[config.mk]
export PLATFORM = sky130hd
export DESIGN_NAME = mem_stage
export DESIGN_NICKNAME = d
export VERILOG_FILES = /design/src/rtl/mem_stage.sv
export SDC_FILE = /design/constraint.sdc
export NUM_CORES = 1
export LEC_CHECK = 0
export CORE_MARGIN = 2
export CORE_UTILIZATION = 36
export DETAILED_ROUTE_END_ITERATION = 12
export HOLD_SLACK_MARGIN = 0.02
export PLACE_DENSITY = 0.65
export SETUP_SLACK_MARGIN = 0.02
export SLEW_MARGIN = 20
export SYNTH_ARGS = -nofsm -noshare
export SYNTH_HDL_FRONTEND = slang
export SYNTH_SLANG_ARGS = --single-unit
[constraint.sdc]
create_clock -name clk -period 4.55 [get_ports clk]
set_input_delay 0.91 -clock clk [delete_from_list [all_inputs] [get_ports clk]]
set_output_delay 0.91 -clock clk [all_outputs]
set_load 0.02 [all_outputs]
[src/rtl/mem_stage.sv]
// MEM pipeline stage: issues aligned loads/stores over a req/ack data-memory port
// and produces the writeback value. Misaligned or illegal accesses raise mem_exc.
module mem_stage #(
    parameter int XLEN         = 32,
    parameter int WB_SEL_WIDTH = 2
) (
    input  logic                    clk,
    input  logic                    rst_n,
    input  logic                    valid_mem,
    input  logic [XLEN-1:0]         pc_mem,
    input  logic [XLEN-1:0]         instr_mem,
    input  logic [XLEN-1:0]         alu_mem,
    input  logic [XLEN-1:0]         rs2_mem,
    input  logic                    mem_rd,
    input  logic                    mem_wr,
    input  logic [2:0]              funct3,
    input  logic [WB_SEL_WIDTH-1:0] wb_sel,
    output logic                    dmem_req,
    output logic                    dmem_we,
    output logic [XLEN-1:0]         dmem_addr,
    output logic [XLEN-1:0]         dmem_wdata,
    output logic [XLEN/8-1:0]       dmem_be,
    input  logic [XLEN-1:0]         dmem_rdata,
    input  logic                    dmem_ack,
    output logic                    stall_out,
    output logic                    valid_wb,
    output logic                    mem_exc,
    output logic [XLEN-1:0]         mem_wb,
    output logic [XLEN-1:0]         instr_wb
);
    localparam int NB = XLEN / 8;
    localparam int OB = $clog2(NB);
    localparam logic [WB_SEL_WIDTH-1:0] WB_PC4 = WB_SEL_WIDTH'(0);

    typedef enum logic {IDLE, BUSY} state_t;
    state_t state, state_nx;

    logic [OB-1:0]   offset;
    logic            is_access, size_ok, aligned, legal_acc, bad_acc;
    logic [XLEN-1:0] wb_value;

    logic [2:0]      held_f3;
    logic [OB-1:0]   held_off;
    logic [XLEN-1:0] held_instr, held_alu;
    logic            held_load;

    function automatic logic [NB-1:0] byte_en(input logic [1:0] sz, input logic [OB-1:0] off);
        logic [NB-1:0] m;
        case (sz)
            2'd0:    m = NB'(1);
            2'd1:    m = NB'(3);
            2'd2:    m = NB'(15);
            default: m = NB'(255);
        endcase
        return m << off;
    endfunction

    function automatic logic [XLEN-1:0] rep_data(input logic [1:0] sz, input logic [XLEN-1:0] d);
        logic [XLEN-1:0] r;
        case (sz)
            2'd0:    r = {NB{d[7:0]}};
            2'd1:    r = {(NB/2){d[15:0]}};
            2'd2:    r = {(NB/4){d[31:0]}};
            default: r = d;
        endcase
        return r;
    endfunction

    function automatic logic [XLEN-1:0] load_ext(input logic [2:0] f3, input logic [OB-1:0] off,
                                                 input logic [XLEN-1:0] d);
        logic [XLEN-1:0] s, r;
        s = d >> {off, 3'b000};
        case (f3[1:0])
            2'd0:    r = f3[2] ? XLEN'(s[7:0])  : XLEN'($signed(s[7:0]));
            2'd1:    r = f3[2] ? XLEN'(s[15:0]) : XLEN'($signed(s[15:0]));
            2'd2:    r = f3[2] ? XLEN'(s[31:0]) : XLEN'($signed(s[31:0]));
            default: r = s;
        endcase
        return r;
    endfunction

    // Access classification: 111 never legal, 011/110 need a 64-bit datapath,
    // stores have no unsigned variants.
    always_comb begin
        offset    = alu_mem[OB-1:0];
        is_access = mem_rd | mem_wr;
        size_ok   = (funct3 != 3'b111) && !(mem_rd && mem_wr) && !(mem_wr && funct3[2]) &&
                    ((XLEN == 64) || ((funct3 != 3'b011) && (funct3 != 3'b110)));
        case (funct3[1:0])
            2'd0:    aligned = 1'b1;
            2'd1:    aligned = ~alu_mem[0];
            2'd2:    aligned = (alu_mem[1:0] == 2'b00);
            default: aligned = (alu_mem[2:0] == 3'b000);
        endcase
        legal_acc = is_access & size_ok & aligned;
        bad_acc   = is_access & ~(size_ok & aligned);
        // ALU and MEM codes both return alu_mem when no memory access is made.
        wb_value  = (wb_sel == WB_PC4) ? pc_mem + XLEN'(4) : alu_mem;
    end

    always_comb begin
        state_nx  = state;
        stall_out = 1'b0;
        case (state)
            IDLE: begin
                if (valid_mem && legal_acc) begin
                    state_nx  = BUSY;
                    stall_out = rst_n;
                end
            end
            BUSY: begin
                if (dmem_ack) state_nx = IDLE;
                else          stall_out = rst_n;
            end
            default: state_nx = IDLE;
        endcase
    end

    always_ff @(posedge clk or negedge rst_n) begin
        if (!rst_n) state <= IDLE;
        else        state <= state_nx;
    end

    always_ff @(posedge clk or negedge rst_n) begin
        if (!rst_n) begin
            dmem_req   <= 1'b0;
            dmem_we    <= 1'b0;
            dmem_addr  <= '0;
            dmem_wdata <= '0;
            dmem_be    <= '0;
            valid_wb   <= 1'b0;
            mem_exc    <= 1'b0;
            mem_wb     <= '0;
            instr_wb   <= '0;
            held_f3    <= '0;
            held_off   <= '0;
            held_instr <= '0;
            held_alu   <= '0;
            held_load  <= 1'b0;
        end else begin
            valid_wb <= 1'b0;
            mem_exc  <= 1'b0;
            case (state)
                IDLE: begin
                    if (valid_mem && legal_acc) begin
                        dmem_req   <= 1'b1;
                        dmem_we    <= mem_wr;
                        dmem_addr  <= {alu_mem[XLEN-1:OB], {OB{1'b0}}};
                        dmem_wdata <= rep_data(funct3[1:0], rs2_mem);
                        dmem_be    <= byte_en(funct3[1:0], offset);
                        held_f3    <= funct3;
                        held_off   <= offset;
                        held_instr <= instr_mem;
                        held_alu   <= alu_mem;
                        held_load  <= mem_rd;
                    end else if (valid_mem) begin
                        valid_wb <= 1'b1;
                        mem_exc  <= bad_acc;
                        instr_wb <= instr_mem;
                        mem_wb   <= bad_acc ? alu_mem : wb_value;
                    end
                end
                BUSY: begin
                    if (dmem_ack) begin
                        dmem_req <= 1'b0;
                        dmem_we  <= 1'b0;
                        valid_wb <= 1'b1;
                        instr_wb <= held_instr;
                        mem_wb   <= held_load ? load_ext(held_f3, held_off, dmem_rdata) : held_alu;
                    end
                end
                default: ;
            endcase
        end
    end
endmodule

### Word-level counts from Yosys, hierarchy flattened

Cells that the tools add are included.
Widths: inputs -> output; s select.

| storage, ports and cells | value |
|---|---|
| input bits | 171 |
| output and inout port bits | 137 |
| word-level logic and storage cells | 90 |
| flip-flop bits (word level) | 205 |

| operators by class | value |
|---|---|
| reduce and logical (&&, ||, !) cells | 17 |
| bitwise gates (word level) | 8 |
| shift-type cells | 2 |
| multiplexer cells | 37 |
| equal/unequal tests | 10 |
| add/subtract/negate cells | 1 |

Operators by type and width:

| operator | number |
|---|---|
| $mux 32 | 11 |
| $pmux 32 s2 | 4 |
| $add 32x3->32 const B | 1 |
| $shr 32x5->32 | 1 |
| $mux 1 | 13 |
| $pmux 1 s2 | 5 |
| $logic_not 2->1 | 4 |
| $mux 4 | 2 |
| $ne 2x2->1 const B | 4 |
| $pmux 4 s2 | 1 |
| $logic_and 1x1->1 | 7 |
| $ne 3x3->1 const B | 2 |
| $and 1x1->1 | 4 |
| $eq 2x1->1 const B | 2 |
| $reduce_and 2->1 | 2 |
| $shl 4x2->4 | 1 |
| $logic_not 3->1 | 1 |
| $ne 3x2->1 const B | 1 |
| $not 1->1 | 3 |
| $pmux 1 s3 | 1 |
| $reduce_and 3->1 | 1 |
| $eq 2x2->1 const B | 1 |
| $logic_not 1->1 | 2 |
| $or 1x1->1 | 1 |

### Depth between registers and ports, before layout

| depth | value |
|---|---|
| depth after elaboration | 12 |
| gate-level depth with buffers | 9 |
| depth with buffers taken out | 6 |

### Worst setup path after synthesis

Ideal clock, no wire load.

| timing | value |
|---|---|
| path kind | input to output |
| start | input port funct3[0] |
| end | output port stall_out |
| stages on the path | 7 |
| arrival time | 2.345 ns |
| required time | 3.640 ns |
| setup slack | 1.295 ns |
| cell sequence | clkbuf_1 o41ai_1 nand3_1 or2_1 clkbuf_1 o21ai_0 and2_1 |

| on the way | value |
|---|---|
| cells in the longest elaborated chain, start to end | 9 |
| elaborated cells on any way between the ends | 16 |

RTL lines:

| element | line | RTL |
|---|---|---|
| start: declaration | 16 | `input logic [2:0] funct3,` |
| $ne 3x3->1 | 87 | `size_ok = (funct3 != 3'b111) && !(mem_rd && mem_wr) && !(mem_wr && funct3[2]) &&` |
| $logic_and 1x1->1 (3 in series) | 87 |  |
| $and 1x1->1 | 95 | `legal_acc = is_access & size_ok & aligned;` |
| $and 1x1->1 * | 95 |  |
| $logic_and 1x1->1 * | 106 | `if (valid_mem && legal_acc) begin` |
| $mux 1 * | 106 |  |
| $pmux 1 s2 * | 104 | `case (state)` |
| end: declaration | 25 | `output logic stall_out,` |

Every way passes the cells marked *; elsewhere a longest branch is shown, timed or not.

### Worst setup path in the final report

| timing | value |
|---|---|
| start | input port funct3[2] |
| end | output port stall_out |

| on the way | value |
|---|---|
| cells in the longest elaborated chain, start to end | 9 |
| elaborated cells on any way between the ends | 14 |

RTL lines:

| element | line |
|---|---|
| $ne 3x3->1 or $logic_and 1x1->1 (tied branches) | 87 |
| $logic_and 1x1->1 or $logic_not 1->1 (tied branches) | 87 |
| $logic_and 1x1->1 | 87 |
| $logic_and 1x1->1 * | 87 |
| $and 1x1->1 * (2 in series) | 95 |
| $logic_and 1x1->1 * | 106 |
| $mux 1 * | 106 |
| $pmux 1 s2 * | 104 |

Marks and branches as above.

==> out/qor.yml <==
outcome: "finished clean"
viasPerCell: 5.367
area_growth_pct: 39.61
finalMaxSlewViolations: 0
antenna_found_initial: 0
finalCritPeriodShare: 0.9255
max_stage_delay_ns: 0.60
drt_iter0_drc: 598
synth_compound_area_frac: 0.1522
cts_made_buffers: 17
arrival_ns: 3.30
crit_family: "buffers and inverters"
grt_max_degree: 96
post_cts_buffers: 0
drv_cap: 0
async_flop_share: 1.000
met1_usage: 0.3164
clk_pin_slew_worst_paths_ns: 0.07
grt_util_met2: 0.3734
critPathLaunchType: "input pin"
cts-root-buf: "clkbuf_16"
crit_buf_inv: 2
rsz0062_at_grt: "no"
synth_area_mm2: 0.009389
die_area_mm2: 0.02739
hold_buffers: 0
synth-edff-count: 0
finClkSkew_ns: 0.01740
synth-warning-count: 0
worstMarginPinSlew_ns: 1.111
synth-seq-cells: 173
dp_hpwl_um: 23660
p_per_area_mw_per_mm2: 451.2
ir_drop_uv: 190.2
path_cells: "clkdlybuf4s50_1 > o41ai_1 > nand3_1 > or2_4 > o21ai_0 > and2_1 > clkdlybuf4s50_1"
synthFlopType: "dfrtp_1"
use_met3: 0.07143
clk_latency_ns: 0.44
synthSimpleGateAreaFrac: 0.2174
setup_violations: 0
start_util: 0.3634
synth-adder-area-share: 0.001333
stdcell_count: 1668
syn_area_per_cell_um2: 8.694
ctsLongestPathBuffers: 2
yosysMostFrequentCell: "nand2_1"
setup_tns_ns: 0
cp_slowest_cell: "clkdlybuf4s50_1"
yosysUniqueCellTypes: 61
muxShareOfSynthArea: 0.09222
power.leakage_nw: 5.612
drive_above_1_share: 0.05101
post_cts_resized: 0
drc: 0
wire_per_inst_um: 19.71
h-tree-depth: 4
ant_nets: 0
nets: 1492
placed_cells: 1636
netlist.area_leader.share: 0.4611
slew_headroom: 0.2596
synth_area_leader_cell: "dfrtp_1"
period_minus_slack_ns: 4.211
synth_common_cells: "332 x nand2_1, 173 x dfrtp_1, 82 x mux2i_1"
crit_path_frequent_cell: "clkdlybuf4s50_1"
ios: 308
fp-row-count: 59
hold_class: "in -> async"
die_y_um: 165.5
synthTopCellsByArea: "dfrtp_1 46%, nand2_1 13%, mux2i_1 8.7%"
max_freq_ghz: 0.2375
overflow: 0
endpoint_kind: "output port"
routed_wirelength_um: 32880
total_power_mw: 5.915
cts_tree: "done"
port_buffers: 305
grt_busiest_layer: "met2"
path_max_fanout: 5
worstSetupPathType: "in -> out"
synth_xor_area_frac: 0.01119
finalHoldViolations: 0
ys_seq_area_frac: 0.4611
gp_congestion: 0.9104
syn_inst: 1080
fp.coreArea_mm2: 0.02584
critPathRequiredTime_ns: 3.64
diodes: 0
grt_pass1_vias: 8627
chipWidth_um: 165.5
grt_pass1_wl_um: 49820
grt_use_total: 0.2397
dr.pass1.iters: 5
clock-sinks: 173
synth_top_family_by_area: "simple AND/OR/NAND/NOR gates"
via_count: 8952
## state kept, by name (all words and copies together), names as in the netlist
name	cells
dmem_wdata	32
dmem_be	4
valid_wb	1
held_f3	3
mem_wb	32
instr_wb	32
mem_exc	1
dmem_req	1
held_load	1
state	1
held_off	1
held_instr	32
dmem_we	1
held_alu	31
## placed cells by master, fill, tap and decap left out, types with 6 or more instances in the layout
cell and n:
a211o_1 6, a21oi_1 17, a31oi_1 9, and2_1 10, buf_4 23, clkbuf_16 17
clkdlybuf4s50_1 304, dfrtp_1 172, inv_1 8, mux2i_1 82, nand2_1 332, nand3_1 19
nor2_1 47, nor2b_1 8, nor3_1 24, nor4_1 15, o211ai_1 6, o21ai_0 76
o221ai_1 16, o311ai_0 6, o311ai_1 8, o31a_1 12, o31ai_1 12, xnor2_1 7
## report_power, final
part / total, mW / internal (mW) / switching, mW
sequential: 2.23 / 1.93 / 0.305
clock: 1.50 / 0.825 / 0.678
combinational: 2.18 / 1.00 / 1.18
## through the flow
step	hold slack [ns]	worst slack [ns]	area [um2]	util
final	0.3500	0.3391	13110	0.5073
after global routing	0.3580	0.2286	13110	0.5073
after CTS	0.3529	0.3577	13110	0.5073
after detailed placement	0.4623	0.3839	12520	0.4847
after global placement	0.4571	0.4265	12520	0.4847
after floorplan	0.4454	1.295	9393	-
## layout make-up
| type | instances | area [um2] |
|---|---|---|
| Clock buffer | 19 | 432.9 |
| Multi-Input combinational cell | 789 | 4489 |
| Sequential cell | 173 | 4330 |
| Clock inverter | 13 | 151.4 |
| Tap cell | 335 | 419.2 |
| Fill cell | 2482 | 12730 |
| Timing Repair Buffer | 329 | 3247 |
| Inverter | 10 | 37.54 |
## final timing paths
| kind | startpoint | endpoint | slack, ns | cells past startpoint |
|---|---|---|---|---|
| min in group clk | held_instr[16] | held_instr[16] | 0.47 | 2 |
| max in group asynchronous | rst_n | state | 2.85 | 2 |
| worst max register to register | state | mem_wb[0] | 1.67 | 6 |
| worst min register to register | held_instr[16] | held_instr[16] | 0.47 | 2 |
| worst max-delay path | funct3[2] | stall_out | 0.34 | 7 |
| worst min-delay path | rst_n | dmem_wdata[10] | 0.35 | 1 |
## metal layers
layer / share of wire / vias to the layer above / wire length [um]
met5: 0 / - / 0
met4: 0.028 / 0 / 912
met3: 0.096 / 51 / 3160
met2: 0.45 / 401 / 14890
met1: 0.42 / 4285 / 13910
li1: - / 4215 / -
## cells by family after synthesis
group,Yosys count
xor+xnor,12
flops,173
compound gates,206
buf+inv,119
mux,85
fa+ha+maj,1
simple gates,483
other cells,1
Note: power is estimated with default switching activity, not from simulation.
